File: src/rtl/seq_ripple_adder_if.sv
// Operand/result bundle for seq_ripple_adder: start/busy/done handshake plus data.
interface seq_ripple_adder_if #(
    parameter int unsigned WIDTH = 8
);
    logic             start;
    logic             sub;
    logic [WIDTH-1:0] a;
    logic [WIDTH-1:0] b;
    logic             cin;
    logic             busy;
    logic             done;
    logic [WIDTH-1:0] sum;
    logic             cout;
    logic             overflow;

    modport master (
        output start, sub, a, b, cin,
        input  busy, done, sum, cout, overflow
    );

    modport slave (
        input  start, sub, a, b, cin,
        output busy, done, sum, cout, overflow
    );
endinterface

File: src/rtl/seq_ripple_adder.sv
// Multi-cycle adder/subtractor: DIGIT bits per clock, LSB digit first, registered carry.
// Results are held in registers and update only on the done edge.
module seq_ripple_adder #(
    parameter int unsigned WIDTH = 8,
    parameter int unsigned DIGIT = 1
) (
    input  logic               clk,
    input  logic               rst_n,
    seq_ripple_adder_if.slave  bus
);
    localparam int unsigned N  = WIDTH / DIGIT;
    localparam int unsigned CW = (N > 1) ? $clog2(N) : 1;
    localparam logic [CW-1:0] LAST = CW'(N - 1);

    typedef enum logic [0:0] {StIdle, StRun} state_e;

    state_e           state_q, state_d;
    logic [WIDTH-1:0] a_q, a_d;
    logic [WIDTH-1:0] b_q, b_d;
    logic             carry_q, carry_d;
    logic [CW-1:0]    cnt_q, cnt_d;
    logic [WIDTH-1:0] res_q, res_d;
    logic [WIDTH-1:0] sum_q, sum_d;
    logic             cout_q, cout_d;
    logic             ovf_q, ovf_d;
    logic             done_q, done_d;

    logic [DIGIT:0]   dig_full;
    logic [WIDTH-1:0] res_shift;
    logic             c_msb;

    assign dig_full  = {1'b0, a_q[DIGIT-1:0]} + {1'b0, b_q[DIGIT-1:0]} + (DIGIT+1)'(carry_q);
    assign res_shift = WIDTH'({dig_full[DIGIT-1:0], res_q} >> DIGIT);
    // Carry into the top bit of this digit, recovered from its sum bit.
    assign c_msb     = a_q[DIGIT-1] ^ b_q[DIGIT-1] ^ dig_full[DIGIT-1];

    always_comb begin
        state_d = state_q;
        a_d     = a_q;
        b_d     = b_q;
        carry_d = carry_q;
        cnt_d   = cnt_q;
        res_d   = res_q;
        sum_d   = sum_q;
        cout_d  = cout_q;
        ovf_d   = ovf_q;
        done_d  = 1'b0;
        case (state_q)
            StIdle: begin
                if (bus.start) begin
                    a_d     = bus.a;
                    b_d     = bus.sub ? ~bus.b : bus.b;
                    carry_d = bus.cin ^ bus.sub;
                    cnt_d   = '0;
                    state_d = StRun;
                end
            end
            StRun: begin
                a_d     = a_q >> DIGIT;
                b_d     = b_q >> DIGIT;
                carry_d = dig_full[DIGIT];
                res_d   = res_shift;
                cnt_d   = cnt_q + CW'(1);
                if (cnt_q == LAST) begin
                    sum_d   = res_shift;
                    cout_d  = dig_full[DIGIT];
                    ovf_d   = c_msb ^ dig_full[DIGIT];
                    done_d  = 1'b1;
                    state_d = StIdle;
                end
            end
        endcase
    end

    always_ff @(posedge clk or negedge rst_n) begin
        if (!rst_n) begin
            state_q <= StIdle;
            a_q     <= '0;
            b_q     <= '0;
            carry_q <= 1'b0;
            cnt_q   <= '0;
            res_q   <= '0;
            sum_q   <= '0;
            cout_q  <= 1'b0;
            ovf_q   <= 1'b0;
            done_q  <= 1'b0;
        end else begin
            state_q <= state_d;
            a_q     <= a_d;
            b_q     <= b_d;
            carry_q <= carry_d;
            cnt_q   <= cnt_d;
            res_q   <= res_d;
            sum_q   <= sum_d;
            cout_q  <= cout_d;
            ovf_q   <= ovf_d;
            done_q  <= done_d;
        end
    end

    assign bus.busy     = (state_q == StRun);
    assign bus.done     = done_q;
    assign bus.sum      = sum_q;
    assign bus.cout     = cout_q;
    assign bus.overflow = ovf_q;
endmodule
File: src/flat_wrapper.sv
// flat-port wrapper written by rule: the top's interface ports become plain ports
module seq_ripple_adder_flat 
#(
    parameter int unsigned WIDTH = 8,
    parameter int unsigned DIGIT = 1
)
  (clk, rst_n, bus_start, bus_sub, bus_a, bus_b, bus_cin, bus_busy, bus_done, bus_sum, bus_cout, bus_overflow);
  seq_ripple_adder_if #(.WIDTH(WIDTH)) bus_i ();
  input  logic clk;
  input  logic rst_n;
  input wire logic [$bits(bus_i.start)-1:0] bus_start;
  input wire logic [$bits(bus_i.sub)-1:0] bus_sub;
  input wire logic [$bits(bus_i.a)-1:0] bus_a;
  input wire logic [$bits(bus_i.b)-1:0] bus_b;
  input wire logic [$bits(bus_i.cin)-1:0] bus_cin;
  output wire logic [$bits(bus_i.busy)-1:0] bus_busy;
  output wire logic [$bits(bus_i.done)-1:0] bus_done;
  output wire logic [$bits(bus_i.sum)-1:0] bus_sum;
  output wire logic [$bits(bus_i.cout)-1:0] bus_cout;
  output wire logic [$bits(bus_i.overflow)-1:0] bus_overflow;
  assign bus_i.start = bus_start;
  assign bus_i.sub = bus_sub;
  assign bus_i.a = bus_a;
  assign bus_i.b = bus_b;
  assign bus_i.cin = bus_cin;
  assign bus_busy = bus_i.busy;
  assign bus_done = bus_i.done;
  assign bus_sum = bus_i.sum;
  assign bus_cout = bus_i.cout;
  assign bus_overflow = bus_i.overflow;
  seq_ripple_adder #(.WIDTH(WIDTH), .DIGIT(DIGIT)) u_core (.clk(clk), .rst_n(rst_n), .bus(bus_i));
endmodule
File: config.mk
export PLATFORM = sky130hd
export DESIGN_NAME = seq_ripple_adder_flat
export DESIGN_NICKNAME = d
export VERILOG_FILES = /design/src/rtl/seq_ripple_adder_if.sv /design/src/rtl/seq_ripple_adder.sv /design/src/flat_wrapper.sv
export SDC_FILE = /design/constraint.sdc
export NUM_CORES = 1
export LEC_CHECK = 0
export CORE_AREA = 2 2 63 71
export CTS_CLUSTER_SIZE = 8
export DETAILED_ROUTE_END_ITERATION = 12
export DIE_AREA = 0 0 65 73
export PLACE_DENSITY = 0.68
export SYNTH_ARGS = -nofsm -noshare
export SYNTH_HDL_FRONTEND = slang
export SYNTH_SLANG_ARGS = --single-unit
export TNS_END_PERCENT = 20
File: constraint.sdc
create_clock -name clk -period 1.5 [get_ports clk]
set_clock_uncertainty 0.2 [all_clocks]
set_input_delay 0.225 -clock clk [delete_from_list [all_inputs] [get_ports clk]]
set_output_delay 0.225 -clock clk [all_outputs]
set_load 0.005 [all_outputs]
## Yosys cells after proc, flatten, opt, wreduce, memory -nomap -nowiden

Cells that the tools add are included.

| cells by class | value |
|---|---|
| add/sub/neg operators | 3 |
| multipliers | 0 |
| divide/modulo/power cells | 0 |
| magnitude comparators | 0 |
| equality and inequality tests | 2 |
| shifts and indexed selects | 0 |
| multiplexer cells | 14 |
| bitwise gates (word level) | 6 |
| reductions and logical operators | 1 |

Operators by type and width:

| kind | number |
|---|---|
| $pmux 8 s2 | 2 |
| $mux 8 | 3 |
| $not 8->8 | 1 |
| $pmux 3 s2 | 1 |
| $mux 1 | 5 |
| $pmux 1 s2 | 2 |
| $xor 1x1->1 | 4 |
| $add 3x1->3 const B | 1 |
| $eq 3x3->1 const B | 1 |
| $mux 3 | 1 |
| $add 1x1->2 | 1 |
| $add 2x1->2 | 1 |
| $ne 2x2->1 const B | 1 |
| $reduce_and 2->1 | 1 |
| $not 1->1 | 1 |

| storage, ports and cells | value |
|---|---|
| register bits | 40 |
| bits in latches | 0 |
| memory bits (writable) | 0 |
| memory bits (read-only) | 0 |
| bits of input ports | 21 |
| word-level logic and storage cells | 36 |
| memories kept | 0 |

## Longest topological paths before layout

Gate-level depths: netlist (run 1).

| logic depth | value |
|---|---|
| word-level depth | 4 |
| gate-level depth with buffers | 6 |

## Worst setup path after synthesis (run 1)

No wires, ideal clock.

| timing path | value |
|---|---|
| path kind | flip-flop to flip-flop |
| start | register u_core.carry_q |
| end | register u_core.ovf_q, in the netlist u_core.bus.overflow |
| setup time | 127 ps |
| arrival time | 1284 ps |
| data required time | 1173 ps |
| path slack | -111 ps |
| cell stages (with the launch flop) | 5 |
| path buffers | 0 |
| clock period less this slack | 1611 ps |
| cell sequence | dfrtp_1 > fa_1 > xnor2_1 > xnor2_1 > o21ai_0 |

| between the ends | value |
|---|---|
| longest elaborated chain between the ends | 3 |

RTL lines:

| what | RTL line | RTL |
|---|---|---|
| from (decl) | seq_ripple_adder.sv:20 | `logic carry_q, carry_d;` |
| from (signal assigned) | seq_ripple_adder.sv:91 | `carry_q <= carry_d;` |
| $add 2x1->2 | seq_ripple_adder.sv:32 | `assign dig_full = {1'b0, a_q[DIGIT-1:0]} + {1'b0, b_q[DIGIT-1:0]} + (DIGIT+1)'(carry_q);` |
| named net u_core.dig_full[0] | seq_ripple_adder.sv:28 | `logic [DIGIT:0] dig_full;` |
| $xor 1x1->1 | seq_ripple_adder.sv:35 | `assign c_msb = a_q[DIGIT-1] ^ b_q[DIGIT-1] ^ dig_full[DIGIT-1];` |
| $xor 1x1->1 | seq_ripple_adder.sv:67 | `ovf_d = c_msb ^ dig_full[DIGIT];` |
| to (signal assigned) | seq_ripple_adder.sv:96 | `ovf_q <= ovf_d;` |
| to (decl) | seq_ripple_adder.sv:25 | `logic ovf_q, ovf_d;` |

The timed path passes the listed nets, and every way through them passes these cells.
A chain may end at the register's enable or synchronous reset.

## Worst setup path in the final report (run 1)

Same ends and word-level chain as after synthesis.

==> flow_summary.rst, run 1 <==
.. list-table::
   :header-rows: 1

   * - Metric
     - Value
   * - H-Tree Depth
     - 2
   * - Register-to-register setup slack
     - -160 ps
   * - Number of maximum-capacitance constraint violations
     - 0
   * - Leading register cell type out of synthesis
     - sky130_fd_sc_hd__dfrtp_1
   * - Cell count after synthesis
     - about 140
   * - Flops & latches, synth
     - 39
   * - Sequential share of the synthesized area
     - 0.549
   * - Post-synthesis instance area
     - between 1500 and 2000 µm²
   * - Proportion of netlist area held by the largest area contributor
     - 0.549
   * - Wire length after detailed routing
     - ~3.3 mm
   * - TritonCTS clock tree
     - built
   * - Sink Count
     - 39
   * - Detailed-route DRC error count
     - 0
   * - Routed vias/inst
     - between 4 and 5
   * - Worst R2R Path Depth
     - 4
   * - Fraction of registers with async set or reset after synthesis
     - 1.00
   * - Startpoint class of the critical path
     - register
   * - Max-slew violation total from the final report
     - 0
   * - Detail Route Antenna Nets
     - 0
   * - Last element of the critical path
     - u_core.bus.overflow
   * - Count of endpoints failing hold in the final timing report
     - 0
   * - CP Max Fanout
     - 2
   * - Final Critical Period
     - 1660 ps
   * - Startpoint of the worst register-to-register path
     - u_core.carry_q
   * - Met1 wire length
     - between 1 and 1.5 mm
   * - Die width
     - approximately 65 µm
   * - Cell types with the largest area share after synthesis
     - sky130_fd_sc_hd__dfrtp_1, sky130_fd_sc_hd__mux2i_1, sky130_fd_sc_hd__mux2_2
   * - Gr ovfl total
     - 0
   * - Die footprint
     - 4750 µm²
   * - GRT Total Usage
     - 0.158
   * - Total Negative Setup Slacks
     - -500 ps
   * - Max clock buf depth
     - 2
   * - Layout-stage area growth over the synthesis result
     - 33.6%
   * - Number of nets in the synthesized netlist
     - 161
   * - Initial detailed-routing violation count
     - 50
   * - NumNets Final
     - 207
   * - Power density cells
     - between 1500 and 2000 nW/µm²
   * - Peak Freq
     - around 600 MHz
   * - Worst-path clk slew
     - 80 ps
   * - Type of the setup path with the least slack
     - reg -> reg
   * - Cell Chain, Critical Path
     - fa_2 -> xnor2_2 -> xnor2_1 -> o21ai_1
   * - CTS buffer count
     - 5
   * - Half-perimeter wire length after placement
     - about 2.3 mm
   * - First drt pass iteration count
     - 4
   * - Via count of the first global-routing pass
     - 1236
   * - Die outline height
     - ~73 µm
   * - Initial core utilization
     - 0.434
   * - Clock root buffer
     - sky130_fd_sc_hd__clkbuf_8
   * - Setup ws final
     - -162 ps
   * - Met3 WL post-DR
     - 161 µm
   * - Top metal layer carrying routed signals
     - met4
   * - Length of routed met2 wiring
     - 1.68 mm
   * - Count of cell types in the netlist
     - 20
   * - Slew at the pin closest to its max-slew limit
     - around 360 ps
   * - RSZ-0062 raised after global routing
     - true
   * - Antenna violations before repair
     - 0
   * - Pin count of the biggest net entering global routing
     - 24
   * - Share of layout cells above drive strength 1
     - 0.255
   * - Post-synth EDFFs
     - 0
   * - Worst hold margin
     - 159 ps
   * - Cell type contributing the most total cell area after synthesis
     - sky130_fd_sc_hd__dfrtp_1
   * - Mean instance size in the synthesized netlist
     - about 13 µm²
   * - Worst ir drop on vdd
     - 567 µV
   * - Gp weighted congestion
     - just under 0.7
   * - Area of the core
     - 4100 µm²
   * - Final count of negative-setup-slack endpoints
     - 5
   * - Critical path's slowest cell
     - sky130_fd_sc_hd__fa_2
   * - Boundary Pins
     - 33
   * - Worst setup path start
     - u_core.carry_q
   * - Yosys warning total
     - 0
   * - Source-to-sink clock delay at the later pin of the worst-skew pair
     - about 300 ps
   * - Hold WC Path Type
     - in -> async
   * - Detailed-route wire length per cell
     - 13.7 µm
   * - First-pass GRT wire length
     - 5.60 mm
   * - Number of input and output port buffers inserted
     - 32
   * - Ranking of synthesized cells by instance count
     - sky130_fd_sc_hd__dfrtp_1, sky130_fd_sc_hd__mux2i_1, sky130_fd_sc_hd__nand2_1, sky130_fd_sc_hd__o21ai_0, sky130_fd_sc_hd__mux2_2
   * - Count of antenna diodes in the layout
     - 0
   * - Endpoint of the most critical register-to-register path
     - u_core.bus.overflow
   * - Required time at the endpoint of the critical path
     - 1490 ps
   * - Violations in the final reports
     - negative setup slack
   * - Leakage power of the design
     - 1.15 nW
   * - Delay of the slowest cell on the worst path
     - 610 ps
   * - Result of the run
     - complete, but fails checks
   * - Share of the clock period used by the worst path after layout
     - 1.11
   * - Critical path endpoint category
     - register
   * - WP data arrival
     - 1650 ps
   * - Detailed-route via count
     - 1137
   * - Number of rows created at floorplan
     - 25
   * - Filler cell count in the final layout
     - 354
   * - Leading cell type by number of instances after synthesis
     - sky130_fd_sc_hd__dfrtp_1
   * - Worst slew margin
     - 0.757
==> critical path: cells and delay by family, from the launching register on <==
kind,cells,cell delay [ps]
XOR/XNOR,2,260
AO/OA/AOI/OAI,1,70
flip-flops,1,410
adder cells (fa/ha/maj),1,610
==> per-layer routing <==
layer,up-vias,track usage
met5,-,0
met4,0,0.0780
met3,5,0.0525
met2,27,0.269
met1,548,0.177
li1,557,-
==> how the worst min path moves through the flow <==
stage           from           endpoint  slack [ps]  depth (start not counted)
6_report       rst_n    u_core.res_q[5]         160                          2
4_1_cts        rst_n    u_core.res_q[5]         160                          2
2_1_floorplan  rst_n      u_core.a_q[0]        -270                          0
5_1_grt        rst_n      u_core.b_q[0]         190                          2
3_3_place_gp   rst_n      u_core.b_q[6]         -50                          1
3_5_place_dp   rst_n  u_core.bus.sum[7]         -40                          1
==> repair_timing <==
item / in CTS / in global routing
endpoints found under the hold margin: 39 / 0
setup buffers: 3 / 0
pin swaps: 4 / 3
hold buffers: 1 / 0
gates resized for setup: 18 / 3
cloned: 1 / 0
setup endpoints to repair: 23 / 13
==> logic make-up (layout without fill, tap and decap cells) <==
group | Yosys count | after routing | synth area share
XOR/XNOR | 12 | 12 | 0.0592
adder cells (fa/ha/maj) | 3 | 3 | 0.0254
flip-flops | 39 | 39 | 0.549
buffers and inverters | 10 | 56 | 0.0458
multiplexers | 33 | 33 | 0.213
AND/OR/NAND/NOR | 21 | 22 | 0.0486
AO/OA/AOI/OAI | 19 | 19 | 0.0592
==> sequential cells by signal, indices dropped and copies added, names as in the netlist <==
| signal | cells |
|---|---|
| u_core.carry_q | 1 |
| u_core.bus.busy | 1 |
| u_core.cnt_q | 3 |
| u_core.res_q | 7 |
| u_core.bus.done | 1 |
| u_core.b_q | 8 |
| u_core.bus.overflow | 1 |
| u_core.bus.cout | 1 |
| u_core.a_q | 8 |
| u_core.bus.sum | 8 |
==> power breakdown <==
group	switching, mW	leakage (nW)	internal [mW]
combinational	0.710	0.583	1.07
clock	0.390	0.0644	0.663
sequential	0.261	0.501	1.49
total	1.36	1.15	3.23
==> final cells by class <==
class | count | area [µm²] | area share
Tap cell | 54 | 67.6 | 0.0285
Multi-Input combinational cell | 89 | 762 | 0.321
Timing Repair Buffer | 47 | 428 | 0.180
Clock inverter | 3 | 67.6 | 0.0285
Sequential cell | 39 | 976 | 0.411
Inverter | 1 | 3.75 | 0.00158
Clock buffer | 5 | 68.8 | 0.0290
==> metrics by stage <==
stage	total power, mW	util	setup WS [ps]	cells	area, µm²
after floorplan	2.83	-	-111	137	1780
after global placement	3.34	0.531	-137	225	2180
after global routing	4.92	0.579	-231	238	2370
after CTS	4.59	0.576	-150	238	2360
final	4.59	0.579	-162	238	2370
after detailed placement	3.45	0.531	-202	225	2180
==> placed cells by master (no fill, tap or decap), types with 2 or more instances in the layout <==
cell type,netlist,routed
sky130_fd_sc_hd__clkbuf_8,0,5
sky130_fd_sc_hd__mux2i_1,16,16
sky130_fd_sc_hd__buf_4,2,13
sky130_fd_sc_hd__xor2_1,8,8
sky130_fd_sc_hd__a22o_1,2,2
sky130_fd_sc_hd__clkdlybuf4s50_1,0,19
sky130_fd_sc_hd__nand2_1,16,16
sky130_fd_sc_hd__o21ai_0,16,15
sky130_fd_sc_hd__nand2_4,1,2
sky130_fd_sc_hd__xnor2_1,4,3
sky130_fd_sc_hd__dfrtp_1,39,39
sky130_fd_sc_hd__mux2_2,10,9
sky130_fd_sc_hd__mux2_4,7,8
sky130_fd_sc_hd__dlygate4sd2_1,0,12
sky130_fd_sc_hd__bufinv_16,0,2
sky130_fd_sc_hd__nor2_1,4,3
(Power assumes the default switching activity.)
==> inputs of run 2 (changes only) <==
--- a/config.mk
+++ b/config.mk
@@ -13,4 +13,4 @@
 export SYNTH_ARGS = -nofsm -noshare
 export SYNTH_HDL_FRONTEND = slang
 export SYNTH_SLANG_ARGS = --single-unit
-export TNS_END_PERCENT = 20
+export TNS_END_PERCENT = 30
==> run 2 against run 1 <==
The flow still finishes with violations (negative setup slack). Utilization increased by 1.1 points. Register-to-register slack barely moved. Total power rose by 2.1%. Final cell count increased by 1.7%. Combinational power is 7% higher. Maximum frequency barely moved. Hold slack improved by 63 ps. First-iteration DRC count shrank 42%. Highest routed layer unchanged. Sequential share of layout area shrank 0.71 points. Critical path depth stayed put. Sequential power is essentially flat. Via count grew 2.6%.
==> flow_summary.rst, run 2 (synthesis gave the netlist of run 1 again) <==
.. list-table::
   :header-rows: 1

   * - Metric
     - Value
   * - Number of maximum-capacitance constraint violations
     - 0
   * - Final Cell Area
     - between 2000 and 2500 µm²
   * - Gr ovfl total
     - 0
   * - Number of input and output port buffers inserted
     - 32
   * - Number of rows created at floorplan
     - 25
   * - Detailed-route wire length per cell
     - 13.2 µm
   * - Wire length after detailed routing
     - 3.20 mm
   * - Combined flip-flop and latch cell area
     - between 900 and 1000 µm²
   * - Worst-path clk slew
     - 80 ps
   * - Source-to-sink clock delay at the later pin of the worst-skew pair
     - 290 ps
   * - Clock root buffer
     - sky130_fd_sc_hd__clkbuf_8
   * - Detailed-route DRC error count
     - 0
   * - WP data arrival
     - 1640 ps
   * - Via count of the first global-routing pass
     - between 1000 and 1500
   * - Startpoint of the worst register-to-register path
     - u_core.a_q[0]
   * - Worst R2R Path Depth
     - 4
   * - Sink Count
     - 39
   * - First-pass GRT wire length
     - around 5.5 mm
   * - Instance area after placement
     - approximately 2200 µm²
   * - Detailed-route via count
     - 1166
   * - Footprint of the multi-input gates
     - between 700 and 800 µm²
   * - Worst slew margin
     - 0.841
   * - Commonest non-fill, non-tap cell in the layout
     - sky130_fd_sc_hd__dfrtp_1
   * - Peak Freq
     - approximately 600 MHz
   * - Worst ir drop on vdd
     - 843 µV
   * - Power density cells
     - 1940 nW/µm²
   * - Layout-stage area growth over the synthesis result
     - 36.1%
   * - Pin count of the biggest net entering global routing
     - 40
   * - TritonCTS clock tree
     - built
   * - Leakage power of the design
     - 1.17 nW
   * - Routed vias/inst
     - 4.82
   * - Post-Place Worst Slack
     - -228 ps
   * - Area of the core
     - between 4000 and 5000 µm²
   * - CP Max Fanout
     - 2
   * - NumNets Final
     - 211
   * - Initial core utilization
     - 0.434
   * - Slew at the pin closest to its max-slew limit
     - 237 ps
   * - RSZ-0062 raised after global routing
     - true
   * - Critical path endpoint category
     - register
   * - Type of the setup path with the least slack
     - reg -> reg
   * - Final count of negative-setup-slack endpoints
     - 6
   * - Die outline height
     - ~73 µm
   * - CTS buffer count
     - 5
   * - Antenna violations before repair
     - 0
   * - Result of the run
     - complete, but fails checks
   * - Register-to-register setup slack
     - -160 ps
   * - Count of endpoints failing hold in the final timing report
     - 0
   * - First drt pass iteration count
     - 2
   * - GRT Total Usage
     - 0.152
   * - Initial detailed-routing violation count
     - 29
   * - Count of antenna diodes in the layout
     - 0
   * - Share of layout cells above drive strength 1
     - 0.271
   * - Final Critical Period
     - 1660 ps
   * - Endpoint of the most critical register-to-register path
     - u_core.bus.overflow
   * - Most used cells in the layout excluding fill and tap cells
     - sky130_fd_sc_hd__dfrtp_1, sky130_fd_sc_hd__clkdlybuf4s50_1, sky130_fd_sc_hd__mux2i_1, sky130_fd_sc_hd__nand2_1, sky130_fd_sc_hd__buf_4
   * - Die width
     - 65 µm
   * - Filler cell count in the final layout
     - 357
   * - H-Tree Depth
     - 2
   * - Die footprint
     - between 4000 and 5000 µm²
   * - Max-slew violation total from the final report
     - 0
   * - Setup ws final
     - -164 ps
   * - Boundary Pins
     - 33
   * - Max clock buf depth
     - 2
   * - Share of the clock period used by the worst path after layout
     - 1.11
   * - Gp weighted congestion
     - 0.717
   * - Required time at the endpoint of the critical path
     - 1480 ps
   * - Hold WC Path Type
     - in -> async
   * - Violations in the final reports
     - negative setup slack
   * - Startpoint class of the critical path
     - register
   * - Half-perimeter wire length after placement
     - ~2.2 mm
   * - Detail Route Antenna Nets
     - 0
run 2: changes by cell type in the layout (fill, tap and decap cells not counted):
cell and change:
sky130_fd_sc_hd__buf_4 +3, sky130_fd_sc_hd__nor2_2 -1, sky130_fd_sc_hd__dfrtp_2 +1, sky130_fd_sc_hd__mux2_4 +1, sky130_fd_sc_hd__nand2_8 +1, sky130_fd_sc_hd__nor2_1 +1
sky130_fd_sc_hd__mux2_2 -1, sky130_fd_sc_hd__nand2_4 -1, sky130_fd_sc_hd__dfrtp_1 -1, sky130_fd_sc_hd__buf_6 +1
run 2: layer usage:
metal,vias to the layer above,wire (µm),global-route usage
li1,569,-,-
met1,563,1370,0.173
met2,30,1630,0.269
met3,4,148,0.0448
met4,0,41,0.0567
met5,-,0,0
run 2: what timing repair did:
item | CTS | global route
hold buffers | 1 | 0
setup buffers | 5 | 1
hold endpoints to repair | 39 | 0
cloned | 1 | 0
setup endpoints to repair | 23 | 11
pin swaps | 5 | 1
gates resized for setup | 20 | 0
run 2: per-stage QoR:
stage                     power [mW]  instances  utilization  TNS, ps  hold WS [ps]
after floorplan                 2.86        137            -     -228          -271
after global placement          3.38        226        0.537     -775          6.58
after detailed placement        3.51        226        0.537    -1520          8.14
after CTS                       4.73        241        0.588     -542           223
after global routing            5.00        242        0.590     -867           247
final                           4.69        242        0.590     -459           222
run 2: where the power goes:
part | internal (mW) | switching [mW]
Sequential | 1.49 | 0.260
Clock | 0.663 | 0.375
Combinational | 1.15 | 0.746
run 2: area by class of cell:
| class | instances | share of cell area |
|---|---|---|
| clock buffers | 5 | 0.0285 |
| clock inverters | 3 | 0.0279 |
| flip-flops and latches | 39 | 0.404 |
| well taps | 54 | 0.0279 |
| repair buffers | 51 | 0.191 |
| multi-input cells | 89 | 0.319 |
| inverters | 1 | 0.00155 |
run 2: critical path, stage by stage, from the launching register on:
cell,delay (ps)
sky130_fd_sc_hd__dfrtp_1,410
sky130_fd_sc_hd__fa_2,600
sky130_fd_sc_hd__xnor2_2,120
sky130_fd_sc_hd__xnor2_1,140
sky130_fd_sc_hd__o21ai_1,80
run 2: worst max path at each step:
stage	end	startpoint	depth (start not counted)	slack, ps
after floorplan	u_core.bus.overflow	u_core.carry_q	4	-110
after global placement	u_core.bus.overflow	u_core.carry_q	4	-140
after detailed placement	u_core.bus.overflow	u_core.carry_q	4	-230
after CTS	u_core.bus.overflow	u_core.a_q[0]	4	-180
after global routing	u_core.bus.overflow	u_core.a_q[0]	4	-200
final	u_core.bus.overflow	u_core.a_q[0]	4	-160
